**src/rtl/lfsr_pkg.sv**
```systemverilog
`default_nettype none
// ============================================================================
//  Module   : lfsr_pkg
//  Brief    : Shared widths, gap limits and collector state encoding.
//  Revision : 1.0
// ============================================================================
package lfsr_pkg;

    localparam int TS_WIDTH   = 24;
    localparam int DATA_WIDTH = 17;

    localparam logic [TS_WIDTH-1:0] MIN_GAP_DEF = 24'd1000;
    localparam logic [TS_WIDTH-1:0] MAX_GAP_DEF = 24'd2000000;

    typedef enum logic [1:0] {
        ST_IDLE     = 2'd0,
        ST_HAVE_ONE = 2'd1,
        ST_ISSUE    = 2'd2,
        ST_RELEASE  = 2'd3
    } state_t;

    // Timestamps wrap, so the gap is the plain modular difference.
    function automatic logic [TS_WIDTH-1:0] ts_gap(
        input logic [TS_WIDTH-1:0] a,
        input logic [TS_WIDTH-1:0] b
    );
        return b - a;
    endfunction

endpackage
`default_nettype wire

```
**src/rtl/ts_gap_check.sv**
```systemverilog
`default_nettype none
// ============================================================================
//  Module   : ts_gap_check
//  Brief    : Modular timestamp gap against inclusive MIN/MAX window.
//  Revision : 1.0
// ============================================================================
module ts_gap_check
    import lfsr_pkg::*;
#(
    parameter logic [TS_WIDTH-1:0] MIN_GAP = MIN_GAP_DEF,
    parameter logic [TS_WIDTH-1:0] MAX_GAP = MAX_GAP_DEF
) (
    input  logic [TS_WIDTH-1:0] i_ts_a,
    input  logic [TS_WIDTH-1:0] i_ts_b,
    output logic                gap_ok,
    output logic                gap_late
);

    logic [TS_WIDTH-1:0] w_gap;

    assign w_gap    = ts_gap(i_ts_a, i_ts_b);
    assign gap_ok   = (w_gap >= MIN_GAP) && (w_gap <= MAX_GAP);
    assign gap_late = (w_gap > MAX_GAP);

endmodule
`default_nettype wire

```
**src/rtl/lfsr_pair_collector.sv**
```systemverilog
`default_nettype none
// ============================================================================
//  Module   : lfsr_pair_collector
//  Brief    : Pairs consecutive LFSR words with plausible gap, holds the pair
//             for the polynomial finder. Optional PAIR_STATS_EN adds counters.
//  Revision : 1.0
// ============================================================================
module lfsr_pair_collector
    import lfsr_pkg::*;
#(
    parameter logic [TS_WIDTH-1:0] MIN_GAP = MIN_GAP_DEF,
    parameter logic [TS_WIDTH-1:0] MAX_GAP = MAX_GAP_DEF
) (
    input  logic                  clk_96MHz,
    input  logic                  reset,
    input  logic [TS_WIDTH-1:0]   sys_ts,
    input  logic [DATA_WIDTH-1:0] data_in,
    input  logic [TS_WIDTH-1:0]   ts_in,
    input  logic                  data_valid,
    input  logic                  poly_ready,
    output logic [DATA_WIDTH-1:0] decoded_data,
    output logic [TS_WIDTH-1:0]   ts_last_data,
    output logic [DATA_WIDTH-1:0] decoded_data1,
    output logic [TS_WIDTH-1:0]   ts_last_data1,
    output logic                  enable,
    output logic [7:0]            drop_count
`ifdef PAIR_STATS_EN
    ,
    output logic [15:0]           pairs_issued,
    output logic [7:0]            stale_count
`endif
);

    state_t r_state;
    state_t w_next_state;

    logic [DATA_WIDTH-1:0] r_data0;
    logic [TS_WIDTH-1:0]   r_ts0;
    logic [DATA_WIDTH-1:0] r_decoded_data;
    logic [TS_WIDTH-1:0]   r_ts_last_data;
    logic [DATA_WIDTH-1:0] r_decoded_data1;
    logic [TS_WIDTH-1:0]   r_ts_last_data1;
    logic                  r_enable;
    logic [7:0]            r_drop_count;

    logic w_word_ok;
    logic w_busy;
    logic w_drop;
    logic w_load_first;
    logic w_load_pair;
    logic w_stale;
    logic w_pair_ok;
    logic w_pair_late;
    logic w_stale_ok;
    logic w_stale_late;
    logic w_unused_gap;

    ts_gap_check #(
        .MIN_GAP (MIN_GAP),
        .MAX_GAP (MAX_GAP)
    ) u_pair_gap (
        .i_ts_a   (r_ts0),
        .i_ts_b   (ts_in),
        .gap_ok   (w_pair_ok),
        .gap_late (w_pair_late)
    );

    ts_gap_check #(
        .MIN_GAP (MIN_GAP),
        .MAX_GAP (MAX_GAP)
    ) u_stale_gap (
        .i_ts_a   (r_ts0),
        .i_ts_b   (sys_ts),
        .gap_ok   (w_stale_ok),
        .gap_late (w_stale_late)
    );

    assign w_unused_gap = w_pair_late | w_stale_ok;

    // A zero word is an illegal LFSR state and never enters the pairing logic.
    assign w_word_ok = data_valid && (data_in != '0);
    assign w_busy    = (r_state == ST_ISSUE) || (r_state == ST_RELEASE);
    assign w_drop    = data_valid && ((data_in == '0) || w_busy);

    always_comb begin
        w_next_state = r_state;
        w_load_first = 1'b0;
        w_load_pair  = 1'b0;
        w_stale      = 1'b0;
        case (r_state)
            ST_IDLE: begin
                if (w_word_ok) begin
                    w_load_first = 1'b1;
                    w_next_state = ST_HAVE_ONE;
                end
            end
            ST_HAVE_ONE: begin
                if (w_word_ok) begin
                    if (w_pair_ok) begin
                        w_load_pair  = 1'b1;
                        w_next_state = ST_ISSUE;
                    end else begin
                        w_load_first = 1'b1;
                    end
                end else if (w_stale_late) begin
                    w_stale      = 1'b1;
                    w_next_state = ST_IDLE;
                end
            end
            ST_ISSUE: begin
                if (poly_ready) begin
                    w_next_state = ST_RELEASE;
                end
            end
            ST_RELEASE: begin
                if (!poly_ready) begin
                    w_next_state = ST_IDLE;
                end
            end
            default: w_next_state = ST_IDLE;
        endcase
    end

    always_ff @(posedge clk_96MHz or posedge reset) begin
        if (reset) begin
            r_state         <= ST_IDLE;
            r_data0         <= '0;
            r_ts0           <= '0;
            r_decoded_data  <= '0;
            r_ts_last_data  <= '0;
            r_decoded_data1 <= '0;
            r_ts_last_data1 <= '0;
            r_enable        <= 1'b0;
            r_drop_count    <= '0;
        end else begin
            r_state  <= w_next_state;
            r_enable <= (w_next_state == ST_ISSUE);
            if (w_load_first) begin
                r_data0 <= data_in;
                r_ts0   <= ts_in;
            end
            // Pair outputs only change on a new pair, so they stay held through ISSUE/RELEASE.
            if (w_load_pair) begin
                r_decoded_data  <= r_data0;
                r_ts_last_data  <= r_ts0;
                r_decoded_data1 <= data_in;
                r_ts_last_data1 <= ts_in;
            end
            if (w_drop && (r_drop_count != 8'hFF)) begin
                r_drop_count <= r_drop_count + 8'd1;
            end
        end
    end

`ifdef PAIR_STATS_EN
    logic [15:0] r_pairs_issued;
    logic [7:0]  r_stale_count;

    always_ff @(posedge clk_96MHz or posedge reset) begin
        if (reset) begin
            r_pairs_issued <= '0;
            r_stale_count  <= '0;
        end else begin
            if (w_load_pair) begin
                r_pairs_issued <= r_pairs_issued + 16'd1;
            end
            if (w_stale && (r_stale_count != 8'hFF)) begin
                r_stale_count <= r_stale_count + 8'd1;
            end
        end
    end

    assign pairs_issued = r_pairs_issued;
    assign stale_count  = r_stale_count;
`endif

    assign decoded_data  = r_decoded_data;
    assign ts_last_data  = r_ts_last_data;
    assign decoded_data1 = r_decoded_data1;
    assign ts_last_data1 = r_ts_last_data1;
    assign enable        = r_enable;
    assign drop_count    = r_drop_count;

endmodule
`default_nettype wire
```
**config.mk**
```make
export PLATFORM = sky130hd
export DESIGN_NAME = lfsr_pair_collector
export DESIGN_NICKNAME = d
export VERILOG_FILES = /design/src/rtl/lfsr_pkg.sv /design/src/rtl/ts_gap_check.sv /design/src/rtl/lfsr_pair_collector.sv
export SDC_FILE = /design/constraint.sdc
export NUM_CORES = 1
export LEC_CHECK = 0
export CORE_UTILIZATION = 46
export CTS_CLUSTER_DIAMETER = 150
export DETAILED_ROUTE_END_ITERATION = 8
export GPL_ROUTABILITY_DRIVEN = 1
export GPL_TIMING_DRIVEN = 0
export PLACE_DENSITY = 0.79
export SLEW_MARGIN = 20
export SYNTH_ARGS = -nofsm -noshare
export SYNTH_HDL_FRONTEND = slang
export SYNTH_HIERARCHICAL = 1
export SYNTH_SLANG_ARGS = --single-unit
```
**constraint.sdc**
```tcl
create_clock -name clk_96MHz -period 7.57 [get_ports clk_96MHz]
set_input_delay 1.514 -clock clk_96MHz [delete_from_list [all_inputs] [get_ports clk_96MHz]]
set_output_delay 1.514 -clock clk_96MHz [all_outputs]
set_load 0.01 [all_outputs]
```
After elaboration in Yosys (flattened, before gate mapping) --
Cells that the tools add are included.
Word-level totals: flip-flop bits (word level) 134, output and inout bits 91
Cells by class: equality and inequality tests 5, reductions and logical operators 9, multiplexer cells 14, $add $sub $neg 3, order comparisons 3
Operators with widths (count):
- subtractor 24 bit | 2
- greater-or-equal comparator 24 x 10 -> 1 bit, second input constant | 1
- greater-than comparator 24 x 21 -> 1 bit, second input constant | 1
- less-or-equal comparator 24 x 21 -> 1 bit, second input constant | 1
- zero test 17 bit | 1
- nonzero test 17 bit | 1
- two-way mux 2 bit | 6
- adder 8 x 1 -> 8 bit, second input constant | 1
- != test 8 bit, second input constant | 1
- case mux 2 bit (4 select lines) | 1
- equality test 2 bit, second input constant | 3
- two-way mux 1 bit | 6
- logical AND 1 bit | 4
- equality test 2 x 1 -> 1 bit, second input constant | 1
- zero test 2 bit | 1
- logical OR 1 bit | 2
- case mux 1 bit (2 select lines) | 1

Depth between registers and ports, before layout --
depth after elaboration 7, depth in mapped cells 17, gate-level depth less buffers 16

By module --
Netlist, hierarchy kept.
By module, submodules not included:
- lfsr_pair_collector | seq. area each 3353.2 um^2, area each 5392.7 um^2, cells an instance 318, instances 1
- ts_gap_check (u_stale_gap) | seq. area each 0.0 um^2, area each 1794.2 um^2, cells an instance 256, instances 1
- ts_gap_check (u_pair_gap) | seq. area each 0.0 um^2, area each 1520.2 um^2, cells an instance 210, instances 1

Worst setup path before layout --
No wires, ideal clock.
path kind input-to-reg, start point input port ts_in[0], end point register r_decoded_data1[10] (netlist: decoded_data1[10]), setup slack 2.615 ns, setup time 0.125 ns, path buffers 2, stages on the path 17, data required time 7.445 ns, data arrival time 4.830 ns, cells stage by stage inv_1 -> ha_1 -> inv_1 -> fa_1 -> a211oi_2 -> o211ai_1 -> a41oi_2 -> o21ai_2 -> a221o_1 -> a21oi_2 -> xor2_1 -> nor4_1 -> nor4_1 -> o2111a_1 -> buf_6 -> buf_6 -> mux2_4
On the way: word-level cells in the longest chain between the ends 6, elaborated cells between the ends (all ways) 7, classes of those cells add/sub: 1; order compare: 2; mux: 3; reduce/logical: 1
Ends and longest elaborated chain:
- from (decl) | RTL line lfsr_pair_collector.sv:18 | input logic [TS_WIDTH-1:0] ts_in,
- subtractor 24 bit (*) | RTL line lfsr_pkg.sv:27 | return b - a;
- greater-or-equal comparator 24 x 10 -> 1 bit or less-or-equal comparator 24 x 21 -> 1 bit (tied branches) | RTL line ts_gap_check.sv:22 | assign gap_ok = (w_gap >= MIN_GAP) && (w_gap <= MAX_GAP);
- logical AND 1 bit (*) | RTL line ts_gap_check.sv:22
- via w_pair_ok | RTL line lfsr_pair_collector.sv:52 | logic w_pair_ok;
- two-way mux 1 bit (*) | RTL line lfsr_pair_collector.sv:99 | if (w_pair_ok) begin
- two-way mux 1 bit (*) | RTL line lfsr_pair_collector.sv:98 | if (w_word_ok) begin
- two-way mux 1 bit (*) | RTL line lfsr_pair_collector.sv:90 | case (r_state)
- to (signal assigned) | RTL line lfsr_pair_collector.sv:146 | r_decoded_data1 <= data_in;
- to (decl) | RTL line lfsr_pair_collector.sv:41 | logic [DATA_WIDTH-1:0] r_decoded_data1;
Mark *: on every way through the listed nets, which the timed path passes. The rest lies on a longest branch. A chain may end at the register's enable or synchronous reset.

Worst setup path in the final report --
start point input port ts_in[0], end point register r_data0[2]
On the way: word-level cells in the longest chain between the ends 6, elaborated cells between the ends (all ways) 7, classes of those cells add/sub: 1; order compare: 2; mux: 3; reduce/logical: 1
Ends and longest elaborated chain:
- subtractor 24 bit (*) | RTL line lfsr_pkg.sv:27
- greater-or-equal comparator 24 x 10 -> 1 bit or less-or-equal comparator 24 x 21 -> 1 bit (tied branches) | RTL line ts_gap_check.sv:22
- logical AND 1 bit (*) | RTL line ts_gap_check.sv:22
- via w_pair_ok | RTL line lfsr_pair_collector.sv:52
- two-way mux 1 bit (*) | RTL line lfsr_pair_collector.sv:99
- two-way mux 1 bit (*) | RTL line lfsr_pair_collector.sv:98
- case mux 1 bit (2 select lines) (*) | RTL line lfsr_pair_collector.sv:90
- to (signal assigned) | RTL line lfsr_pair_collector.sv:139 | r_data0 <= data_in;
- to (decl) | RTL line lfsr_pair_collector.sv:37 | logic [DATA_WIDTH-1:0] r_data0;
Marks and branches as above.

==> flow_metrics.env <==
export IMPL_clkPwrFrac_pct=17.5
export IMPL_grt_usage_pct=23.6
export IMPL_htree_levels=4
export IMPL_ir_drop_uv=226
export IMPL_antenna_found_initial=0
export IMPL_finalNetCount=1072
export IMPL_p_leak_nw=4.95
export IMPL_startpoint_type="input port"
export IMPL_worst_ep_required_time_ps=7870
export IMPL_globalRouteOverflowTotal=0
export IMPL_period_minus_slack_ps=5510
export IMPL_cts_resized=0
export IMPL_r2r_slack_ps=3150
export IMPL_hp_class="register to register"
export IMPL_io_buffers=159
export IMPL_synthesis_nets=893
export IMPL_critPathArrivalTime_ps=5810
export IMPL_syn_area_um2=8640
export IMPL_yosys_warnings=6
export IMPL_die_x_um=139
export IMPL_met2_usage_pct=40.1
export IMPL_vias_per_cell=5.58
export IMPL_holdBufCountCts=0
export IMPL_detailed_place_area_um2=10600
export IMPL_slew_headroom_pct=57.9
export IMPL_io_pins=160
export IMPL_setup_viol=0
export IMPL_cts_buffers_inserted=17
export IMPL_violations="design-rule violations"
export IMPL_fmax_mhz=182
export IMPL_syn_to_final_growth_pct=29.0
export IMPL_finalCritPeriodShare_pct=72.8
export IMPL_path_max_fanout=10
export IMPL_nFillCells=1430
export IMPL_critPathCaptureType="register"
export IMPL_grt_use_met3_pct=4.83
export IMPL_busiest_layer="met2"
export IMPL_dieHeight_um=139
export IMPL_initial_utilization_pct=47.5
export IMPL_grt_max_degree=80
export IMPL_insertedDiodeCount=0
export IMPL_clock_latency_ps=420
export IMPL_path_clk_slew_ps=60
export IMPL_cts_setup_buffers=0
export IMPL_grt_util_met1_pct=30.2
export IMPL_drive_gt1_share_pct=23.7
export IMPL_grt_pass1_wl_um=36000
export IMPL_wirelength_um=21800
export IMPL_die_area_um2=19300
export IMPL_drc_errors=10
export IMPL_worst_pin_slew_ps=626
export IMPL_final_util_pct=61.2
export IMPL_root_buffer="clkbuf_16"
export IMPL_grt_setup_unrepaired="false"
export IMPL_hpwl_um=16700
export IMPL_power_density_nw_per_um2=420
export IMPL_drt_first_pass_iters=7
export IMPL_maxCapViolCount=0
export IMPL_drt_iter0_markers=324
export IMPL_outcome="complete, but fails checks"
export IMPL_cts_sinks=134
export IMPL_num_vias=6672
export IMPL_placementRows=49
export IMPL_syn_inst=775
export IMPL_gp_congestion=0.922
export IMPL_core_um2=18200
export IMPL_fin_area_um2=11100
export IMPL_first_global_vias=6860
export IMPL_syn_avg_cell_area_um2=11.2
export IMPL_wl_per_cell_um=18.2
export IMPL_setup_ws_ps=2060
export IMPL_pre_cts_slack_ps=1680
export IMPL_p_sw_share_pct=38.2
export IMPL_drv_slew=0
export IMPL_clk_path_buf_depth=2
export IMPL_postRouteAntennaNets=0
export IMPL_tns_ps=0
export IMPL_fin_skew_ps=9.25
export IMPL_p_comb_share_pct=55.2
export IMPL_power_switching_mw=1.79
export IMPL_cts_tree="yes"
export IMPL_seqPwrFrac_pct=27.3
export IMPL_p_int_mw=2.89
export IMPL_critPathKind="input port to register"
export IMPL_hold_viol_final=0
through the flow:
step | cells | hold WS (ps) | power [mW]
global route | 1196 | 511 | 4.98
CTS | 1196 | 496 | 4.68
floorplan | 775 | 474 | 2.95
detailed placement | 1164 | 488 | 3.83
finish | 1196 | 498 | 4.68
global placement | 1163 | 477 | 3.77
metal layers:
layer,wire [um],vias up
met5,0,-
met4,414,0
met3,722,29
met2,10600,138
met1,10100,3292
li1,-,3213
path summary, 6_finish.rpt:
check | from | end | cells after the start
worst max-delay path | ts_in[0] | r_data0[2] | 18
worst min-delay path | drop_count[5] | drop_count[5] | 1
worst max register to register | r_ts0[0] | r_data0[2] | 16
worst min register to register | drop_count[5] | drop_count[5] | 1
max in group asynchronous | reset | ts_last_data[10] | 3
min in group asynchronous | reset | r_data0[12] | 2
power by group through the flow:
stage | Combinational (mW) | Clock (mW) | Sequential [mW]
3_5_place_dp | 2.56 | 0 | 1.28
6_report | 2.58 | 0.819 | 1.28
4_1_cts | 2.57 | 0.834 | 1.28
3_3_place_gp | 2.51 | 0 | 1.26
2_1_floorplan | 1.63 | 0 | 1.31
5_1_grt | 2.79 | 0.867 | 1.32
sequential cells by signal (all words and copies together), names as in the netlist:
register,flops
r_ts0,24
decoded_data,17
ts_last_data1,24
r_data0,17
decoded_data1,17
drop_count,8
ts_last_data,24
enable,1
r_state,2
final cells by class:
cell class / instances / area, um^2 / area share, %
multi-input combinational: 555 / 4840 / 43.4
sequential: 134 / 3350 / 30.1
timing repair buffer: 160 / 1620 / 14.5
clock buffer: 19 / 453 / 4.06
tap: 229 / 287 / 2.57
buffer: 31 / 240 / 2.16
inverter: 55 / 214 / 1.92
clock inverter: 13 / 138 / 1.23
worst max-delay path: stages:
cell,delay (ps)
clkdlybuf4s50_1,440
inv_1,80
ha_1,160
inv_1,50
fa_1,440
a211oi_2,300
o211ai_1,220
a41oi_2,330
o21ai_2,120
a221o_1,340
a21oi_2,150
xor2_1,220
nor4_1,70
nor4_1,340
nand2_1,120
o211ai_2,160
buf_2,360
mux2_2,380
layout by cell type, fill, tap and decap left out, types with 8 or more instances in the layout:
cell type and instances:
a211oi_1 8, a21o_1 10, a21o_2 8, a21oi_1 26, a31oi_1 8, and2_1 10, buf_6 12, clkbuf_16 17
clkdlybuf4s50_1 159, dfrtp_1 134, ha_1 47, inv_1 54, mux2_2 66, mux2_4 58, nand2_1 32, nand2b_1 8
nand3_1 21, nand4_1 9, nor2_1 24, nor2b_1 10, nor3_1 13, nor4_1 13, o211ai_1 13, o21ai_0 15
xnor2_1 18, xor2_1 17
(Power assumes the default switching activity.)
